<file path="src/rtl/pipe_sched_pkg.sv">
// Shared control-bit positions, stage record type and helpers for the pipe_sched block.
// Pure declarations; no timing or flow control lives here.
package pipe_sched_pkg;

   localparam int LD_DATA  = 0;
   localparam int LD_COEFF = 1;
   localparam int MULT     = 2;
   localparam int ADD      = 3;
   localparam int WRITE    = 4;
   localparam int NUM_CTRL = 5;

   typedef logic [NUM_CTRL-1:0] ctrl_t;

   typedef struct packed {
      logic  vld;
      ctrl_t ctrl;
   } stg_t;

   // Only the bits that touch memory survive; MULT and ADD never reserve a slot.
   function automatic ctrl_t mem_mask(input ctrl_t ctrl);
      ctrl_t m;
      m           = '0;
      m[LD_DATA]  = ctrl[LD_DATA];
      m[LD_COEFF] = ctrl[LD_COEFF];
      m[WRITE]    = ctrl[WRITE];
      return m;
   endfunction

   function automatic int ofs_max(input int a, input int b, input int c, input int d, input int e);
      int m;
      m = a;
      if (b > m) m = b;
      if (c > m) m = c;
      if (d > m) m = d;
      if (e > m) m = e;
      return m;
   endfunction

endpackage

</file>
<file path="src/rtl/pipe_sched_if.sv">
// Fetch-side handshake, stage strobes and statistics of pipe_sched.
// master = instruction fetch / observer, slave = the scheduler itself.
interface pipe_sched_if #(
   parameter int INST_W = 8,
   parameter int CNT_W  = 16
);
   logic              flush;
   logic              in_valid;
   logic              in_ready;
   logic [INST_W-1:0] inst;
   logic              load_data;
   logic              load_coeff;
   logic              mult;
   logic              add;
   logic              write;
   logic              busy;
   logic              collision;
   logic [CNT_W-1:0]  issued_cnt;
   logic [CNT_W-1:0]  stall_cnt;

   modport master (
      output flush, in_valid, inst,
      input  in_ready, load_data, load_coeff, mult, add, write, busy, collision,
      input  issued_cnt, stall_cnt
   );

   modport slave (
      input  flush, in_valid, inst,
      output in_ready, load_data, load_coeff, mult, add, write, busy, collision,
      output issued_cnt, stall_cnt
   );
endinterface

</file>
<file path="src/rtl/pipe_sched_scoreboard.sv">
// Memory-slot reservation tracker: combinational conflict for the offered instruction, 1-cycle update.
// Needs DEPTH >= 2; flush and reset drop every reservation on the next edge.
module pipe_sched_scoreboard
   import pipe_sched_pkg::*;
#(
   parameter int DEPTH        = 5,
   parameter int OFS_LD_DATA  = 1,
   parameter int OFS_LD_COEFF = 2,
   parameter int OFS_MULT     = 3,
   parameter int OFS_ADD      = 4,
   parameter int OFS_WRITE    = 5
) (
   input  logic  clk,
   input  logic  reset,
   input  logic  flush_i,
   input  logic  issue_i,
   input  ctrl_t mem_i,
   output logic  conflict_o
);

   logic [DEPTH:1] need;
   // resv_q[k]: a memory strobe fires from stage k this cycle. Stage 1 is never
   // compared (it moves on before a new issue can land), so it is not stored.
   logic [DEPTH:2] resv_q;
   logic [DEPTH:2] resv_d;

   always_comb begin
      need = '0;
      for (int k = 1; k <= DEPTH; k++) begin
         need[k] = (k == OFS_LD_DATA  && mem_i[LD_DATA])
                || (k == OFS_LD_COEFF && mem_i[LD_COEFF])
                || (k == OFS_MULT     && mem_i[MULT])
                || (k == OFS_ADD      && mem_i[ADD])
                || (k == OFS_WRITE    && mem_i[WRITE]);
      end
   end

   // A candidate reaching stage k next cycle meets whatever is at stage k+1 now.
   assign conflict_o = |(need[DEPTH-1:1] & resv_q);

   always_comb begin
      resv_d = (resv_q >> 1) | (need[DEPTH:2] & {(DEPTH-1){issue_i}});
      if (flush_i) resv_d = '0;
   end

   always_ff @(posedge clk) begin
      if (reset) resv_q <= '0;
      else       resv_q <= resv_d;
   end

endmodule

</file>
<file path="src/rtl/pipe_sched.sv">
// Hazard-aware instruction shift pipeline: strobe at offset k fires k cycles after issue; in_ready drops
// while a memory slot clashes, on flush and in reset. PIPE_SCHED_STATS_EN enables the statistics counters.
module pipe_sched
   import pipe_sched_pkg::*;
#(
   parameter int INST_W       = 8,
   parameter int OFS_LD_DATA  = 1,
   parameter int OFS_LD_COEFF = 2,
   parameter int OFS_MULT     = 3,
   parameter int OFS_ADD      = 4,
   parameter int OFS_WRITE    = 5,
   parameter int CNT_W        = 16
) (
   input logic         clk,
   input logic         reset,
   pipe_sched_if.slave io
);

   localparam int DEPTH = ofs_max(OFS_LD_DATA, OFS_LD_COEFF, OFS_MULT, OFS_ADD, OFS_WRITE);

   stg_t  stg_q [1:DEPTH];
   stg_t  stg_d [1:DEPTH];
   ctrl_t ctrl;
   ctrl_t mem;
   logic  conflict;
   logic  issue;
   logic  any_vld;
   logic [1:0] n_mem;

   assign ctrl        = io.inst[NUM_CTRL-1:0];
   assign mem         = mem_mask(ctrl);
   assign io.in_ready = !reset && !io.flush && !conflict;
   assign issue       = io.in_valid && io.in_ready;

   generate
      if (INST_W > NUM_CTRL) begin : g_hi_bits
         logic unused_hi;
         assign unused_hi = ^io.inst[INST_W-1:NUM_CTRL];
      end
   endgenerate

   pipe_sched_scoreboard #(
      .DEPTH        (DEPTH),
      .OFS_LD_DATA  (OFS_LD_DATA),
      .OFS_LD_COEFF (OFS_LD_COEFF),
      .OFS_MULT     (OFS_MULT),
      .OFS_ADD      (OFS_ADD),
      .OFS_WRITE    (OFS_WRITE)
   ) u_sb (
      .clk        (clk),
      .reset      (reset),
      .flush_i    (io.flush),
      .issue_i    (issue),
      .mem_i      (mem),
      .conflict_o (conflict)
   );

   always_comb begin
      stg_d[1] = '{vld: issue, ctrl: ctrl};
      for (int k = 2; k <= DEPTH; k++) stg_d[k] = stg_q[k-1];
      if (io.flush) begin
         for (int k = 1; k <= DEPTH; k++) stg_d[k].vld = 1'b0;
      end
   end

   always_ff @(posedge clk) begin
      if (reset) begin
         for (int k = 1; k <= DEPTH; k++) stg_q[k] <= '0;
      end else begin
         for (int k = 1; k <= DEPTH; k++) stg_q[k] <= stg_d[k];
      end
   end

   assign io.load_data  = stg_q[OFS_LD_DATA].vld  & stg_q[OFS_LD_DATA].ctrl[LD_DATA];
   assign io.load_coeff = stg_q[OFS_LD_COEFF].vld & stg_q[OFS_LD_COEFF].ctrl[LD_COEFF];
   assign io.mult       = stg_q[OFS_MULT].vld     & stg_q[OFS_MULT].ctrl[MULT];
   assign io.add        = stg_q[OFS_ADD].vld      & stg_q[OFS_ADD].ctrl[ADD];
   assign io.write      = stg_q[OFS_WRITE].vld    & stg_q[OFS_WRITE].ctrl[WRITE];

   always_comb begin
      any_vld = 1'b0;
      for (int k = 1; k <= DEPTH; k++) any_vld = any_vld | stg_q[k].vld;
   end
   assign io.busy = any_vld;

   assign n_mem        = 2'(io.load_data) + 2'(io.load_coeff) + 2'(io.write);
   assign io.collision = (n_mem > 2'd1);

`ifdef PIPE_SCHED_STATS_EN
   logic [CNT_W-1:0] issued_q, issued_d;
   logic [CNT_W-1:0] stall_q, stall_d;
   localparam logic [CNT_W-1:0] ONE = {{(CNT_W-1){1'b0}}, 1'b1};

   always_comb begin
      issued_d = issued_q;
      stall_d  = stall_q;
      if (issue) issued_d = issued_q + ONE;
      if (io.in_valid && !io.in_ready && !io.flush) stall_d = stall_q + ONE;
   end

   always_ff @(posedge clk) begin
      if (reset) begin
         issued_q <= '0;
         stall_q  <= '0;
      end else begin
         issued_q <= issued_d;
         stall_q  <= stall_d;
      end
   end

   assign io.issued_cnt = issued_q;
   assign io.stall_cnt  = stall_q;
`else
   assign io.issued_cnt = '0;
   assign io.stall_cnt  = '0;
`endif

endmodule

</file>
<file path="src/flat_wrapper.sv">
// flat-port wrapper written by rule: the top's interface ports become plain ports
module pipe_sched_flat import pipe_sched_pkg::*;
#(
   parameter int INST_W       = 8,
   parameter int OFS_LD_DATA  = 1,
   parameter int OFS_LD_COEFF = 2,
   parameter int OFS_MULT     = 3,
   parameter int OFS_ADD      = 4,
   parameter int OFS_WRITE    = 5,
   parameter int CNT_W        = 16
)
  (clk, reset, io_flush, io_in_valid, io_inst, io_in_ready, io_load_data, io_load_coeff, io_mult, io_add, io_write, io_busy, io_collision, io_issued_cnt, io_stall_cnt);
  pipe_sched_if #(.INST_W(INST_W), .CNT_W(CNT_W)) io_i ();
  input logic clk;
  input logic reset;
  input wire logic [$bits(io_i.flush)-1:0] io_flush;
  input wire logic [$bits(io_i.in_valid)-1:0] io_in_valid;
  input wire logic [$bits(io_i.inst)-1:0] io_inst;
  output wire logic [$bits(io_i.in_ready)-1:0] io_in_ready;
  output wire logic [$bits(io_i.load_data)-1:0] io_load_data;
  output wire logic [$bits(io_i.load_coeff)-1:0] io_load_coeff;
  output wire logic [$bits(io_i.mult)-1:0] io_mult;
  output wire logic [$bits(io_i.add)-1:0] io_add;
  output wire logic [$bits(io_i.write)-1:0] io_write;
  output wire logic [$bits(io_i.busy)-1:0] io_busy;
  output wire logic [$bits(io_i.collision)-1:0] io_collision;
  output wire logic [$bits(io_i.issued_cnt)-1:0] io_issued_cnt;
  output wire logic [$bits(io_i.stall_cnt)-1:0] io_stall_cnt;
  assign io_i.flush = io_flush;
  assign io_i.in_valid = io_in_valid;
  assign io_i.inst = io_inst;
  assign io_in_ready = io_i.in_ready;
  assign io_load_data = io_i.load_data;
  assign io_load_coeff = io_i.load_coeff;
  assign io_mult = io_i.mult;
  assign io_add = io_i.add;
  assign io_write = io_i.write;
  assign io_busy = io_i.busy;
  assign io_collision = io_i.collision;
  assign io_issued_cnt = io_i.issued_cnt;
  assign io_stall_cnt = io_i.stall_cnt;
  pipe_sched #(.INST_W(INST_W), .OFS_LD_DATA(OFS_LD_DATA), .OFS_LD_COEFF(OFS_LD_COEFF), .OFS_MULT(OFS_MULT), .OFS_ADD(OFS_ADD), .OFS_WRITE(OFS_WRITE), .CNT_W(CNT_W)) u_core (.clk(clk), .reset(reset), .io(io_i));
endmodule
</file>
<file path="config.mk">
export PLATFORM = sky130hd
export DESIGN_NAME = pipe_sched_flat
export DESIGN_NICKNAME = d
export VERILOG_FILES = /design/src/rtl/pipe_sched_pkg.sv /design/src/rtl/pipe_sched_if.sv /design/src/rtl/pipe_sched_scoreboard.sv /design/src/rtl/pipe_sched.sv /design/src/flat_wrapper.sv
export SDC_FILE = /design/constraint.sdc
export NUM_CORES = 1
export LEC_CHECK = 0
export CORE_MARGIN = 3
export CORE_UTILIZATION = 30
export CTS_CLUSTER_DIAMETER = 120
export DETAILED_ROUTE_END_ITERATION = 16
export GPL_ROUTABILITY_DRIVEN = 1
export RECOVER_POWER = 50
export SETUP_SLACK_MARGIN = 0.15
export SYNTH_ARGS = -nofsm -noshare
export SYNTH_HDL_FRONTEND = slang
export SYNTH_SLANG_ARGS = --single-unit
</file>
<file path="constraint.sdc">
create_clock -name clk -period 2.4 [get_ports clk]
set_clock_uncertainty 0.2 [all_clocks]
set_input_delay 0.48 -clock clk [delete_from_list [all_inputs] [get_ports clk]]
set_output_delay 0.48 -clock clk [all_outputs]
set_load 0.05 [all_outputs]
</file>
==> reports/results.ini, run 1 <==
[run_status]
outcome=completed

[clock_network]
worstSkewPairLatency_ps=300
cts_tree=built
cts_buffers=3
cts_setup_buffers=0
root_buffer=clkbuf_4
path_clk_slew_ps=120
cts.sink_count=24
htree_levels=1
cts_max_path_buffers=2

[logic_synthesis]
yosys_register_bits=24
avgSynthCellArea_um2=10.2
synth_top_area_share_pct=48.7
syn-cell-area_um2=986
yosys_warnings=0
syn_inst=97
synth_area_leaders=dfxtp_1, buf_4, and2_1
seq_area_frac_synth_pct=48.7
synth_area_leader_cell=dfxtp_1
yosysUniqueCellTypes=16

[cells_and_area]
n_antenna_cell=0
post-route-util_pct=36.8
fillers=318
areaGrowthSynthToFinish_pct=15.7
nets=130
drive_gt1_share_pct=6.90

[sta]
relSlewSlack_pct=63.1
drv_slew=0
setup_tns_ps=0
max_freq_mhz=459
setup_violations=0
worst_slew_pin_slew_ps=553
min_period_over_period_pct=90.7
hold_viol=0
period_minus_slack_ps=2180
rsz0062_at_grt=false

[worst_hold_path]
hold-path-cell-count=1
min_from=u_core.stg_q[0][15]$_SDFF_PP0_
hold_path.class=reg -> reg
hold_path_end=u_core.stg_q[0][21]$_SDFF_PP0_

[floorplan]
fp.dieH_um=63.3
io_pins=52
die_w_um=63.3
start_util_pct=31.8
dieArea_um2=4010
core_um2=3100
rows=20

[critical_path]
critPathMaxStageDelay_ps=460
cp.required_ps=1720
setup.worst_path.start_class=input port
worstSetupPathType=in -> out
rr_endpoint=u_core.u_sb.resv_q[5]$_SDFF_PP0_
reg2reg_from=u_core.u_sb.resv_q[2]$_SDFF_PP0_
reg2reg_setup_slack_ps=1340
worst_setup_path_end_kind=primary output
crit_arrival_ps=1500
cp_max_fo=7
cp_slowest_cell=clkdlybuf4s50_1
worstPathCellList=clkdlybuf4s50_1, nor2_4, and3_4, buf_12
r2r_cells=3

[detailed_routing]
drc=0
drt_iter0_markers=1
via_per_inst=3.30
vias=528
post_drt_wl_per_cell_um=7.38
route.final.wire_length_mm=1.18
firstDrtPassIters=2
drtAntennaViolNets=0

[place]
place.gp.congestion=0.688
numPortBuffers=16
dpl.hpwl_um=953

[grt]
grt_pass1_vias=465
grt.total_usage_pct=6.23
grt_pass1_wl_mm=1.95
grt_max_degree=17
grt_overflow_total=0
antenna_found_initial=0

[flow_run]
cap_violations=0

[power]
cellLeakagePower_uw=0.000562
p_per_area_nw_per_um2=744
peakVddDrop_mv=0.790

state kept, by name, summed over array words and instances, names as in the netlist:
register,flops
u_core.stg_q,20
u_core.u_sb.resv_q,4
timing repair:
| action | 4_1_cts | 5_1_grt |
|---|---|---|
| gates resized for setup | 6 | 0 |
| setup endpoints to repair | 6 | 0 |
| hold buffers | 0 | 0 |
placed cells by master (no fill, tap or decap), types with 2 or more instances in the layout:
| master | n |
|---|---|
| dfxtp_1 | 24 |
| and2_1 | 12 |
| nor3_1 | 2 |
| clkdlybuf4s50_1 | 8 |
| buf_12 | 2 |
| and2b_1 | 6 |
| dlygate4sd2_1 | 6 |
| clkbuf_4 | 3 |
| conb_1 | 32 |
| nand2_1 | 3 |
| nor2b_1 | 9 |
routing by layer:
layer / vias up / global-route usage (%) / routed length, µm
met3: 0 / 3.39 / 160
met2: 38 / 10.7 / 545
met5: - / 0 / 0
li1: 273 / - / -
met4: 0 / 2.70 / 0
met1: 217 / 6.15 / 474
through the flow:
| step | area, µm² | worst slack [ps] | hold WS [ps] | power, µW | cells |
|---|---|---|---|---|---|
| floorplan | 1100 | 326 | 206 | 593 | 128 |
| global placement | 1100 | 216 | 211 | 578 | 156 |
| detailed placement | 1100 | 220 | 216 | 579 | 156 |
| CTS | 1140 | 216 | 246 | 862 | 160 |
| global route | 1140 | 165 | 258 | 888 | 160 |
| finish | 1140 | 223 | 239 | 849 | 160 |
power breakdown:
group          total (µW)  internal [µW]  switching [µW]
clock network         280            169             111
logic                 157           26.0             131
registers             412            410            2.34
area by class of cell:
cell class	instances	area (µm²)	area share (%)
clock inverter	1	30.0	2.63
clock buffer	3	22.5	1.97
multi-input combinational	71	377	33.0
sequential	24	480	42.1
timing repair buffer	17	176	15.5
tap	44	55.1	4.82
how the worst max path moves through the flow:
stage / start / end / slack (ps) / cells past startpoint
floorplan: u_core.stg_q[0][11]$_SDFF_PP0_ / io_collision / 330 / 3
CTS: io_flush / io_in_ready / 220 / 4
detailed placement: io_flush / io_in_ready / 220 / 4
global placement: io_flush / io_in_ready / 220 / 4
finish: io_flush / io_in_ready / 220 / 4
global route: io_flush / io_in_ready / 170 / 4
critical path, delay by kind of cell:
| family | cells | cell delay (ps) |
|---|---|---|
| buffers and inverters | 2 | 600 |
| and+or+nand+nor | 2 | 410 |
cells in the mapped netlist (all sizes together):
| cell type | number |
|---|---|
| buf | 33 |
| dfxtp | 24 |
| and2 | 12 |
| nor2b | 9 |
| and2b | 6 |
| nand2 | 3 |
| and3 | 2 |
| nor2 | 2 |
| nor3 | 2 |
| a21o | 1 |
| a31oi | 1 |
| conb | 1 |
| ha | 1 |
logic make-up after synthesis:
kind of cell             after synthesis  share of synthesized area (%)
AO/OA/AOI/OAI                          2                           1.40
adder cells (fa/ha/maj)                1                           1.27
buffers and inverters                 33                           24.9
flip-flops                            24                           48.7
other                                  1                          0.380
AND/OR/NAND/NOR                       36                           23.3
No activity file was read; power rests on OpenSTA's default activity.
==> run 2: changes to the inputs <==
--- a/config.mk
+++ b/config.mk
@@ -5,6 +5,7 @@
 export SDC_FILE = /design/constraint.sdc
 export NUM_CORES = 1
 export LEC_CHECK = 0
+export CAP_MARGIN = 5
 export CORE_MARGIN = 3
 export CORE_UTILIZATION = 30
 export CTS_CLUSTER_DIAMETER = 120
@@ -12,6 +13,7 @@
 export GPL_ROUTABILITY_DRIVEN = 1
 export RECOVER_POWER = 50
 export SETUP_SLACK_MARGIN = 0.15
+export SLEW_MARGIN = 20
 export SYNTH_ARGS = -nofsm -noshare
 export SYNTH_HDL_FRONTEND = slang
 export SYNTH_SLANG_ARGS = --single-unit
==> constraint.sdc (replaced) <==
create_clock -name clk -period 2.4 [get_ports clk]
set_clock_uncertainty 0.2 [all_clocks]
set_input_delay 0.24 -clock clk [delete_from_list [all_inputs] [get_ports clk]]
set_output_delay 0.24 -clock clk [all_outputs]
set_load 0.05 [all_outputs]
==> reports/results.ini, run 2 (synthesis results as in run 1) <==
[cells_and_area]
drive_gt1_share_pct=6.03  ; -0.86 points
nets=130  ; unchanged
n_antenna_cell=0  ; unchanged
areaGrowthSynthToFinish_pct=12.8
fillers=328  ; +3.1%
layout_common_cells=conb_1, dfxtp_1, clkdlybuf4s50_1
post-route-util_pct=35.8  ; -0.93 points
largest_reg_flops=20  ; unchanged
layout_commonest_cell=conb_1
largestRegisters=u_core.stg_q (20), u_core.u_sb.resv_q (4)
top_register=u_core.stg_q

[critical_path]
rr_endpoint=u_core.u_sb.resv_q[5]$_SDFF_PP0_
reg2reg_from=u_core.u_sb.resv_q[2]$_SDFF_PP0_
worstSetupEndpoint=io_load_data
worst_setup_path_end_kind=primary output
worstSetupPathType=reg -> out
cp.required_ps=1960  ; +240 ps
setup.worst_path.start_class=flop
crit_arrival_ps=1610  ; +110 ps
r2r_cells=3  ; unchanged
cp-startpoint=u_core.stg_q[0][11]$_SDFF_PP0_
cp_max_fo=3  ; -4
reg2reg_setup_slack_ps=1350  ; about the same

[sta]
fin_ws_ps=345  ; +122 ps
worst_slew_pin_slew_ps=568  ; +15.1 ps
min_period_over_period_pct=85.6  ; -5.1 points
rsz0062_at_grt=false
setup_violations=0  ; unchanged
relSlewSlack_pct=62.1  ; -1.0 points
max_freq_mhz=487  ; +6.0%
hold_viol=0  ; unchanged
drv_slew=0  ; unchanged
period_minus_slack_ps=2050  ; -122 ps
setup_tns_ps=0  ; unchanged

[detailed_routing]
firstDrtPassIters=2  ; unchanged
drt_iter0_markers=4  ; +3
drc=0  ; unchanged
vias=552  ; +4.5%
drtAntennaViolNets=0  ; unchanged
via_per_inst=3.45  ; +4.5%
route.final.wire_length_mm=1.20  ; +1.4%
post_drt_wl_per_cell_um=7.48  ; +1.4%

[place]
numPortBuffers=16  ; unchanged
dpl.hpwl_um=960  ; +0.71%
place_ws_ps=661  ; +441 ps
place.gp.congestion=0.674  ; -2.0%

[grt]
grt_pass1_wl_mm=1.90  ; -2.1%
grt_overflow_total=0  ; unchanged
grt_pass1_vias=472  ; +1.5%
antenna_found_initial=0  ; unchanged
grt.total_usage_pct=6.04  ; -0.18 points
grt_max_degree=17  ; unchanged

[power]
p_per_area_nw_per_um2=690  ; -7.3%
cellLeakagePower_uw=0.000522  ; -7.2%
power_uw=767  ; -9.6%
peakVddDrop_mv=0.435  ; -45%

[clock_network]
worstSkewPairLatency_ps=300  ; about the same
htree_levels=1  ; unchanged
path_clk_slew_ps=120  ; about the same
cts_tree=built
root_buffer=clkbuf_4
cts.sink_count=24  ; unchanged
cts_setup_buffers=0  ; unchanged
cts_max_path_buffers=2  ; unchanged
cts_buffers=3  ; unchanged
holdBufCountCts=0  ; unchanged
ctsResizeCount=0  ; -6

[floorplan]
io_pins=52  ; unchanged
dieArea_um2=4010  ; unchanged
rows=20  ; unchanged
core_um2=3100  ; unchanged
start_util_pct=31.8  ; unchanged
fp.dieH_um=63.3  ; unchanged
die_w_um=63.3  ; unchanged

[flow_run]
cap_violations=0  ; unchanged

[worst_hold_path]
hold_path.class=reg -> reg
hold-path-cell-count=1  ; unchanged

[run_status]
outcome=completed

## run 2: changes by cell type in the layout (fill, tap and decap cells not counted), sizes merged
cell,before,now
dlygate4sd2,6,0
bufinv,1,0
clkdlybuf4s50,8,12
clkbuf,4,5
dlygate4sd3,0,2
## run 2: how the worst min path moves through the flow
| stage | end | start | slack (ps) |
|---|---|---|---|
| final | u_core.stg_q[0][20]$_SDFF_PP0_ | u_core.stg_q[0][14]$_SDFF_PP0_ | 240 |
| after floorplan | u_core.u_sb.resv_q[2]$_SDFF_PP0_ | io_flush | 120 |
| after detailed placement | u_core.u_sb.resv_q[4]$_SDFF_PP0_ | u_core.u_sb.resv_q[5]$_SDFF_PP0_ | 220 |
| after CTS | u_core.u_sb.resv_q[4]$_SDFF_PP0_ | u_core.u_sb.resv_q[5]$_SDFF_PP0_ | 250 |
| after global placement | u_core.u_sb.resv_q[3]$_SDFF_PP0_ | u_core.u_sb.resv_q[4]$_SDFF_PP0_ | 210 |
| after global routing | u_core.u_sb.resv_q[3]$_SDFF_PP0_ | u_core.u_sb.resv_q[4]$_SDFF_PP0_ | 260 |
## run 2: worst max-delay path: stages, from the launching register on
cell and delay (ps):
dfxtp_1 370, and2_1 150, clkdlybuf4s50_1 800
## run 2: final cells by class
cell class | count | area (µm²) | area share (%)
Multi-Input combinational cell | 71 | 369 | 33.2
Sequential cell | 24 | 480 | 43.2
Tap cell | 44 | 55.1 | 4.95
Clock buffer | 4 | 36.3 | 3.26
Timing Repair Buffer | 17 | 171 | 15.4
## run 2: layer usage
| metal | routed length (µm) | track usage [%] |
|---|---|---|
| met1 | 482 | 5.82 |
| met2 | 557 | 10.8 |
| met3 | 147 | 3.03 |
| met4 | 9 | 2.43 |
| met5 | 0 | 0 |
## run 2: report_power, final
part / leakage [µW] / switching, µW / internal, µW
Sequential: 0.000196 / 2.41 / 410
Clock: 0.0000210 / 107 / 92.5
Combinational: 0.000305 / 130 / 25.7
## run 2: per-stage QoR
| step | hold WS [ps] | instance area [µm²] | cells |
|---|---|---|---|
| after floorplan | 119 | 1100 | 128 |
| after global placement | 210 | 1090 | 156 |
| after detailed placement | 216 | 1090 | 156 |
| after CTS | 250 | 1120 | 160 |
| after global routing | 258 | 1110 | 160 |
| final | 244 | 1110 | 160 |
